--- src/rtl/bp_me_pkg.sv ---
// Shared types and helpers for the inbound arbitration buffer and its channel FIFOs.
package bp_me_pkg;

    typedef enum logic [1:0] {
        e_arb_idle   = 2'd0,
        e_arb_grant  = 2'd1,
        e_arb_locked = 2'd2
    } bp_arb_state_e;

    // Never returns 0 so single-entry quantities still get a 1-bit field.
    function automatic int safe_clog2(input int x);
        return (x <= 1) ? 1 : $clog2(x);
    endfunction

endpackage

--- src/rtl/bp_cce_inbound_arb_buffer_if.sv ---
// Bundle of the inbound channel handshakes and the single arbitrated output.
interface bp_cce_inbound_arb_buffer_if #(
    parameter int num_ch_p = 2,
    parameter int width_p  = 64,
    parameter int els_p    = 4
) ();
    import bp_me_pkg::*;

    localparam int lg_ch_lp     = safe_clog2(num_ch_p);
    localparam int cnt_width_lp = safe_clog2(els_p + 1);

    logic [num_ch_p*width_p-1:0]      data_i;
    logic [num_ch_p-1:0]              v_i;
    logic [num_ch_p-1:0]              ready_o;
    logic [width_p-1:0]               data_o;
    logic [lg_ch_lp-1:0]              ch_id_o;
    logic                             v_o;
    logic                             yumi_i;
    logic                             lock_i;
    logic [num_ch_p*cnt_width_lp-1:0] count_o;
    logic                             error_o;

    modport slave (
        input  data_i, v_i, yumi_i, lock_i,
        output ready_o, data_o, ch_id_o, v_o, count_o, error_o
    );

    modport master (
        output data_i, v_i, yumi_i, lock_i,
        input  ready_o, data_o, ch_id_o, v_o, count_o, error_o
    );
endinterface

--- src/rtl/bp_me_chan_fifo.sv ---
// Per-channel circular FIFO; a full FIFO refuses enqueue even when popped the same cycle.
module bp_me_chan_fifo
    import bp_me_pkg::*;
#(
    parameter int width_p = 64,
    parameter int els_p   = 4
) (
    input  logic                                  clk_i,
    input  logic                                  reset_n_i,
    input  logic [width_p-1:0]                    data_i,
    input  logic                                  v_i,
    output logic                                  ready_o,
    output logic [width_p-1:0]                    data_o,
    output logic                                  v_o,
    input  logic                                  yumi_i,
    output logic [safe_clog2(els_p+1)-1:0]        count_o
);
    localparam int cnt_width_lp = safe_clog2(els_p + 1);
    localparam int ptr_width_lp = safe_clog2(els_p);

    logic [els_p-1:0][width_p-1:0] mem_q;
    logic [ptr_width_lp-1:0]       wr_ptr_q, wr_ptr_d;
    logic [ptr_width_lp-1:0]       rd_ptr_q, rd_ptr_d;
    logic [cnt_width_lp-1:0]       count_q, count_d;
    logic                          enq, deq;

    // Ready is gated by reset so nothing is offered while the buffer is being cleared.
    assign ready_o = reset_n_i & (count_q != cnt_width_lp'(els_p));
    assign v_o     = (count_q != '0);
    assign enq     = v_i & ready_o;
    assign deq     = yumi_i & v_o;
    assign data_o  = mem_q[rd_ptr_q];
    assign count_o = count_q;

    always_comb begin
        wr_ptr_d = wr_ptr_q;
        rd_ptr_d = rd_ptr_q;
        if (enq) begin
            wr_ptr_d = (wr_ptr_q == ptr_width_lp'(els_p - 1)) ? '0 : wr_ptr_q + 1'b1;
        end
        if (deq) begin
            rd_ptr_d = (rd_ptr_q == ptr_width_lp'(els_p - 1)) ? '0 : rd_ptr_q + 1'b1;
        end
        count_d = count_q + cnt_width_lp'(enq) - cnt_width_lp'(deq);
    end

    always_ff @(posedge clk_i or negedge reset_n_i) begin
        if (!reset_n_i) begin
            wr_ptr_q <= '0;
            rd_ptr_q <= '0;
            count_q  <= '0;
        end else begin
            wr_ptr_q <= wr_ptr_d;
            rd_ptr_q <= rd_ptr_d;
            count_q  <= count_d;
        end
    end

    always_ff @(posedge clk_i) begin
        if (enq) begin
            mem_q[wr_ptr_q] <= data_i;
        end
    end

endmodule

--- src/rtl/bp_cce_inbound_arb_buffer.sv ---
// Buffers num_ch_p inbound message channels and round-robin arbitrates them onto one
// valid->yumi output, with an optional lock that pins the grant to one channel.
//
//   state         | meaning
//   e_arb_idle    | no grant held; present first non-empty channel at/after rr_ptr
//   e_arb_grant   | grant_q presented and waiting for yumi
//   e_arb_locked  | grant pinned to grant_q; v_o follows that channel only
module bp_cce_inbound_arb_buffer
    import bp_me_pkg::*;
#(
    parameter int num_ch_p = 2,
    parameter int width_p  = 64,
    parameter int els_p    = 4
) (
    input  logic                           clk_i,
    input  logic                           reset_n_i,
    bp_cce_inbound_arb_buffer_if.slave     io
);
    localparam int lg_ch_lp     = safe_clog2(num_ch_p);
    localparam int cnt_width_lp = safe_clog2(els_p + 1);

    bp_arb_state_e                           state_q, state_d;
    logic [lg_ch_lp-1:0]                     grant_q, grant_d;
    logic [lg_ch_lp-1:0]                     rr_ptr_q, rr_ptr_d;
    logic                                    error_q, error_d;

    logic [num_ch_p-1:0]                     ready;
    logic [num_ch_p-1:0]                     nonempty;
    logic [num_ch_p-1:0]                     deq;
    logic [num_ch_p-1:0][width_p-1:0]        head;
    logic [num_ch_p-1:0][cnt_width_lp-1:0]   count;
    logic [lg_ch_lp-1:0]                     pick_ch, sel;
    logic                                    pick_v, out_v;

    for (genvar c = 0; c < num_ch_p; c++) begin : g_ch
        bp_me_chan_fifo #(
            .width_p (width_p),
            .els_p   (els_p)
        ) u_fifo (
            .clk_i     (clk_i),
            .reset_n_i (reset_n_i),
            .data_i    (io.data_i[c*width_p +: width_p]),
            .v_i       (io.v_i[c]),
            .ready_o   (ready[c]),
            .data_o    (head[c]),
            .v_o       (nonempty[c]),
            .yumi_i    (deq[c]),
            .count_o   (count[c])
        );
    end

    // Scan downward so the lowest offset from rr_ptr wins.
    always_comb begin
        pick_v  = 1'b0;
        pick_ch = '0;
        for (int i = num_ch_p - 1; i >= 0; i--) begin
            if (nonempty[(int'(rr_ptr_q) + i) % num_ch_p]) begin
                pick_v  = 1'b1;
                pick_ch = lg_ch_lp'((int'(rr_ptr_q) + i) % num_ch_p);
            end
        end
    end

    always_comb begin
        state_d  = state_q;
        grant_d  = grant_q;
        rr_ptr_d = rr_ptr_q;
        error_d  = error_q;
        deq      = '0;
        sel      = (state_q == e_arb_idle) ? pick_ch : grant_q;
        out_v    = (state_q == e_arb_idle) ? pick_v : nonempty[sel];

        if (io.yumi_i) begin
            if (out_v) begin
                deq[sel] = 1'b1;
                grant_d  = sel;
                if (io.lock_i) begin
                    state_d = e_arb_locked;
                end else begin
                    state_d  = e_arb_idle;
                    rr_ptr_d = (int'(sel) == num_ch_p - 1) ? '0 : sel + 1'b1;
                end
            end else begin
                error_d = 1'b1;
            end
        end else if (state_q == e_arb_idle && pick_v) begin
            state_d = e_arb_grant;
            grant_d = pick_ch;
        end
    end

    always_ff @(posedge clk_i or negedge reset_n_i) begin
        if (!reset_n_i) begin
            state_q  <= e_arb_idle;
            grant_q  <= '0;
            rr_ptr_q <= '0;
            error_q  <= 1'b0;
        end else begin
            state_q  <= state_d;
            grant_q  <= grant_d;
            rr_ptr_q <= rr_ptr_d;
            error_q  <= error_d;
        end
    end

    assign io.ready_o = ready;
    assign io.data_o  = head[sel];
    assign io.ch_id_o = sel;
    assign io.v_o     = out_v;
    assign io.count_o = count;
    assign io.error_o = error_q;

endmodule

--- src/flat_wrapper.sv ---
// flat-port wrapper written by rule: the top's interface ports become plain ports
module bp_cce_inbound_arb_buffer_flat import bp_me_pkg::*;
#(
    parameter int num_ch_p = 2,
    parameter int width_p  = 64,
    parameter int els_p    = 4
)
  (clk_i, reset_n_i, io_data_i, io_v_i, io_yumi_i, io_lock_i, io_ready_o, io_data_o, io_ch_id_o, io_v_o, io_count_o, io_error_o);
  bp_cce_inbound_arb_buffer_if #(.num_ch_p(num_ch_p), .width_p(width_p), .els_p(els_p)) io_i ();
  input  logic clk_i;
  input  logic reset_n_i;
  input wire logic [$bits(io_i.data_i)-1:0] io_data_i;
  input wire logic [$bits(io_i.v_i)-1:0] io_v_i;
  input wire logic [$bits(io_i.yumi_i)-1:0] io_yumi_i;
  input wire logic [$bits(io_i.lock_i)-1:0] io_lock_i;
  output wire logic [$bits(io_i.ready_o)-1:0] io_ready_o;
  output wire logic [$bits(io_i.data_o)-1:0] io_data_o;
  output wire logic [$bits(io_i.ch_id_o)-1:0] io_ch_id_o;
  output wire logic [$bits(io_i.v_o)-1:0] io_v_o;
  output wire logic [$bits(io_i.count_o)-1:0] io_count_o;
  output wire logic [$bits(io_i.error_o)-1:0] io_error_o;
  assign io_i.data_i = io_data_i;
  assign io_i.v_i = io_v_i;
  assign io_i.yumi_i = io_yumi_i;
  assign io_i.lock_i = io_lock_i;
  assign io_ready_o = io_i.ready_o;
  assign io_data_o = io_i.data_o;
  assign io_ch_id_o = io_i.ch_id_o;
  assign io_v_o = io_i.v_o;
  assign io_count_o = io_i.count_o;
  assign io_error_o = io_i.error_o;
  bp_cce_inbound_arb_buffer #(.num_ch_p(num_ch_p), .width_p(width_p), .els_p(els_p)) u_core (.clk_i(clk_i), .reset_n_i(reset_n_i), .io(io_i));
endmodule
--- config.mk ---
export PLATFORM = sky130hd
export DESIGN_NAME = bp_cce_inbound_arb_buffer_flat
export DESIGN_NICKNAME = d
export VERILOG_FILES = /design/src/rtl/bp_me_pkg.sv /design/src/rtl/bp_cce_inbound_arb_buffer_if.sv /design/src/rtl/bp_me_chan_fifo.sv /design/src/rtl/bp_cce_inbound_arb_buffer.sv /design/src/flat_wrapper.sv
export SDC_FILE = /design/constraint.sdc
export NUM_CORES = 1
export LEC_CHECK = 0
export BUFFER_PORTS_ARGS = -buffer_cell sky130_fd_sc_hd__buf_4
export CAP_MARGIN = 20
export CORE_MARGIN = 8
export CORE_UTILIZATION = 40
export DETAILED_ROUTE_END_ITERATION = 8
export PLACE_DENSITY = 0.62
export SETUP_SLACK_MARGIN = 0.15
export SLEW_MARGIN = 20
export SYNTH_ARGS = -nofsm -noshare
export SYNTH_HDL_FRONTEND = slang
export SYNTH_SLANG_ARGS = --single-unit
--- constraint.sdc ---
create_clock -name clk_i -period 8.25 [get_ports clk_i]
set_clock_uncertainty 0.15 [all_clocks]
set_input_delay 1.65 -clock clk_i [delete_from_list [all_inputs] [get_ports clk_i]]
set_output_delay 1.65 -clock clk_i [all_outputs]
set_load 0.005 [all_outputs]
# After elaboration in Yosys (flattened, before gate mapping)

Index checks and enable logic that the tools add are counted.

$add $sub $neg: 10
Magnitude comparators: 10
Equality and inequality tests: 7
Multiplexer cells: 41
Bitwise logic cells: 9
Reduce and logical (&&, ||, !) cells: 11

Operator list:

| kind                                                              | number |
|---|---|
| bitwise mux 256 bit                                               | 2 |
| 2-to-1 mux 64 bit                                                 | 6 |
| binary-select mux 64 bit (select 2 bit)                           | 2 |
| demux 64 bit (select 2 bit)                                       | 2 |
| 2-to-1 mux 2 bit                                                  | 10 |
| 2-to-1 mux 1 bit                                                  | 18 |
| less-than comparator 2 x 3 -> 1 bit, second input constant        | 5 |
| adder 2 x 1 -> 2 bit, second input constant                       | 4 |
| equality test 2 bit, second input constant                        | 4 |
| adder 3 x 1 -> 3 bit                                              | 2 |
| bitwise AND 1 bit                                                 | 6 |
| != test 3 bit, second input constant                              | 2 |
| nonzero test 3 bit                                                | 2 |
| subtractor 3 x 1 -> 3 bit                                         | 2 |
| greater-or-equal comparator 2 x 1 -> 1 bit, second input constant | 2 |
| logical AND 1 bit                                                 | 4 |
| less-than comparator 1 x 2 -> 1 bit, second input constant        | 2 |
| AND reduction 2 bit                                               | 2 |
| AND reduction 3 bit                                               | 1 |
| adder 1 bit, second input constant                                | 2 |
| zero test 2 bit                                                   | 1 |
| != test 2 x 1 -> 1 bit, second input constant                     | 1 |
| NOT 1 bit                                                         | 2 |
| nonzero test 2 bit                                                | 1 |
| 3 further kinds                                                   | 3 |

Register bits: 531
Input port bits: 134
Output and inout port bits: 75
Logic and storage cells: 106

# Depth between registers and ports, before layout

Word-level depth: 16
Mapped depth: 12
Depth with buffers taken out: 11

# Cells and area by module

A second synthesis with hierarchy kept.

Cell total of the unflattened synthesis: 848
Area total of the unflattened synthesis: 20432.1 um^2

Modules (own cells, without submodules):

| module                    | times used | cells each | area each (um^2) | sequential area each (um^2) |
|---|---|---|---|---|
| bp_me_chan_fifo           | 2          | 374        | 9668.0           | 7862.5 |
| bp_cce_inbound_arb_buffer | 1          | 100        | 1096.1           | 125.1 |

# Worst setup path before layout

Ideal clock, no wire load.

Kind: input-to-reg
Start point: input port io_v_i[0]
End point: register u_core.g_ch[0].u_fifo.mem_q[0] (netlist name) (enable)
Library setup time: 429 ps
Arrival time: 3522 ps
Required time: 7671 ps
Slack: 4149 ps
Cell stages on the path: 3
Path buffers: 1
Cells stage by stage: and3_1 clkbuf_1 and2_1

Longest elaborated chain between the ends: 1

Ends and longest elaborated chain:

| element                         | line                  | text |
|---|---|---|
| from (decl)                     | flat_wrapper.sv:13    | `input wire logic [$bits(io_i.v_i)-1:0] io_v_i;` |
| bitwise AND 1 bit               | bp_me_chan_fifo.sv:30 | `assign enq = v_i & ready_o;` |
| to (signal, indexed assignment) | bp_me_chan_fifo.sv:61 | `mem_q[wr_ptr_q] <= data_i;` |
| to (decl)                       | bp_me_chan_fifo.sv:21 | `logic [els_p-1:0][width_p-1:0] mem_q;` |

No other way between the ends.
A chain may end at the register's enable or synchronous reset.

# Worst setup path after layout

Start point: register u_core.state_q[1]
End point: output port io_data_o[52]

Longest elaborated chain between the ends: 4

Ends and longest elaborated chain:

| element                                              | line                             | text |
|---|---|---|
| from (decl)                                          | bp_cce_inbound_arb_buffer.sv:22  | `bp_arb_state_e state_q, state_d;` |
| from (signal assigned)                               | bp_cce_inbound_arb_buffer.sv:94  | `state_q <= e_arb_idle;` |
| from (signal assigned)                               | bp_cce_inbound_arb_buffer.sv:99  | `state_q <= state_d;` |
| zero test 2 bit                                      | bp_cce_inbound_arb_buffer.sv:70  | `sel = (state_q == e_arb_idle) ? pick_ch : grant_q;` |
| 2-to-1 mux 1 bit                                     | bp_cce_inbound_arb_buffer.sv:70  |  |
| 2-to-1 mux 64 bit (implied by the code) (2 in a row) | bp_cce_inbound_arb_buffer.sv:107 | `assign io.data_o = head[sel];` |
| to (decl)                                            | flat_wrapper.sv:17               | `output wire logic [$bits(io_i.data_o)-1:0] io_data_o;` |

No other way between the ends. The select of a mux whose other input is x is not followed.

==> run metrics <==
outcome=finished clean; Mapped Area=20540 um^2; Hold WC Path Type=flop to flop; drt first pass iters=5; fin area=24560 um^2; Iteration-0 DRC Markers=628; RR Startpoint=u_core.g_ch[0].u_fifo.count_o[1]; Global Route Usage Sum=15.15%; I/O Pins=209; Final Max Tran Viols=0; CORE AREA=51090 um^2; post-route DRC violation count=0; DP Wirelength=26640 um; WL met1=20030 um; Post-layout nets=1243; CP required=6.45 ns; Post-CTS Resized=0; ys async rst share=3.578%; first-pass GRT wire length=67100 um; # setup viols final=0; reg2reg end=u_core.g_ch[0].u_fifo.count_o[2]; worst setup path class=flop to primary output; Final Hold Viols=0; vias=9434; Cells after Synth=856; WHS Path Cells=1; starting density of the core=40.20%; Primary FF master, synth=edfxtp_1; most frequent cells in the layout=edfxtp_1 (512), buf_4 (220), mux4_2 (128); Buffers on Ports=208; CP Max Fanout=44; Hold Buf Count CTS=0; Lkg Pwr=8.365 nW; worst skew pair latency=0.58 ns; #FFs+latches synth=531; routed wire length=45120 um; vias in the first global route=10.36k; Final ANT Viol Nets=0; CTS buffer count=55; fmax=191.2 MHz; Root Driver=clkbuf_16; H-tree depth=2; worst rel slew slack=31.89%; Die H=242.6 um; Sink Count=531; post-synthesis sequential area ratio=77.16%; most common cell after layout, fill and taps aside=edfxtp_1; Syn Nets=1006; Final Cycle Share=63.39%; Placer Congestion=0.6848; Placed Area=22870 um^2; RSZ-0062 raised after global routing=false; Synth cell types=30; die area=58860 um^2; Critical Path Start Type=flop; initial antenna violation count=3; max-cap violation count=0; Yosys top cell by area=edfxtp_1; met2 WL=22000 um; Cell Rows=83; layout cell share with drive strength beyond 1=44.70%; setup TNS=0 ns; flop-to-flop setup slack=5.41 ns; pin count of the biggest net entering global routing=65; die width=242.6 um; Worst setup EP type=primary output; Peak VDD IR=204.0 uV; Post-synth EDFFs=512; met3 WL post-DR=2508 um; highest metal used=met5; Worst R2R Path Depth=10; measured slew at the worst slew-check pin=1.022 ns; routed via count divided by cell count=5.201; Overflow after GRT=0; synth top area cells=edfxtp_1 (75%), mux4_2 (14%), mux2_4 (3.6%); hold endpoint=u_core.io.error_o; Arr. time, crit path=3.43 ns; Power Dens Cells=353.7 nW/um^2; Yosys warnings=0; fillers=4230; Final Critical Period=5.230 ns; postcts setup bufs=0; Worst Setup SP=u_core.state_q[1]; Reg clk slew, reported paths=0.06 ns; P&R area growth vs syn=19.59%; CTS tree=yes; CTS max path bufs=3; hold_sp=u_core.io.error_o; Yosys top cell area share=74.85%; synthesized area per cell=24.00 um^2; mean routed wirelength per cell=24.87 um
-- cell usage after synthesis (2+ instances only) --
library cell and n:
edfxtp_1 512, mux4_2 128, mux2_4 49, mux2_2 24, dfrtp_1 19, clkbuf_1 17
buf_2 16, inv_1 16, ha_1 14, and2_1 11, nor2_1 8, nand2_1 7
buf_6 6, and3_1 3, o21ai_0 3, or3_1 3, xnor2_1 3, buf_4 2
fa_1 2, nand3_1 2, o21a_1 2
-- layer usage --
| layer | up-vias | track usage [%] |
|---|---|---|
| li1 | 4059 | - |
| met1 | 5066 | 20.61 |
| met2 | 248 | 24.76 |
| met3 | 59 | 3.514 |
| met4 | 2 | 3.385 |
| met5 | - | 0 |
-- stage by stage --
step           total power [mW]  std cells  worst slack, ns  util, %  hold slack [ns]
5_1_grt                   9.118       1813            2.798    48.07           0.3518
3_3_place_gp              6.464       1716            3.588    44.75           0.3201
2_1_floorplan             5.343        856            4.149        -           0.3178
3_5_place_dp              6.506       1716            3.565    44.76           0.3203
6_report                  8.689       1814            3.020    48.08           0.3355
4_1_cts                   8.855       1812            2.901    48.07           0.3390
-- power breakdown --
group / internal, mW / switching [mW] / total, mW
sequential: 3.30 / 0.300 / 3.60
combinational: 1.60 / 1.15 / 2.76
clock: 1.36 / 0.968 / 2.33
total: 6.27 / 2.42 / 8.69
-- how the worst max path moves through the flow --
stage                     depth (start not counted)                        endpoint
after global routing                              6                   io_data_o[36]
after detailed placement                          6                   io_data_o[36]
after global placement                            4                   io_data_o[39]
after CTS                                         6                   io_data_o[36]
after floorplan                                   3  u_core.g_ch[0].u_fifo.mem_q[0]
final                                             6                   io_data_o[52]
-- area by class of cell --
class | instances | area (um^2) | share of cell area (%)
multi-input combinational | 268 | 4432 | 18.04
clock buffer | 72 | 1461 | 5.949
antenna | 2 | 5.005 | 0.02037
clock inverter | 24 | 227.7 | 0.9270
tap | 680 | 850.8 | 3.464
sequential | 531 | 15870 | 64.59
inverter | 16 | 60.06 | 0.2445
timing repair buffer | 221 | 1663 | 6.769
-- state kept, by name, summed over array words and instances (netlist names) --
register / cells
u_core.g_ch.u_fifo.wr_ptr_q: 4
u_core.g_ch.u_fifo.mem_q: 512
u_core.g_ch.u_fifo.rd_ptr_q: 4
u_core.rr_ptr_q: 1
u_core.state_q: 2
u_core.grant_q: 1
u_core.io.error_o: 1
u_core.g_ch.u_fifo.count_o: 6
-- critical path, stage by stage (launching register included) --
cell and delay, ns:
dfrtp_1 0.41, nor2_1 0.34, o211ai_2 0.20, nand2_4 0.75, buf_4 0.60, mux2_4 0.36, buf_4 0.14
-- cells by family after synthesis --
family,Yosys count,synth area share [%]
DFF,531,77.16
AOI/OAI and AO/OA,11,0.3899
xor gates and xnor gates,4,0.1706
buffers and inverters,57,1.395
muxes,201,18.93
adders and majority gates,16,1.048
and+or+nand+nor,36,0.9016
Power figures use the tool's default switching activity.
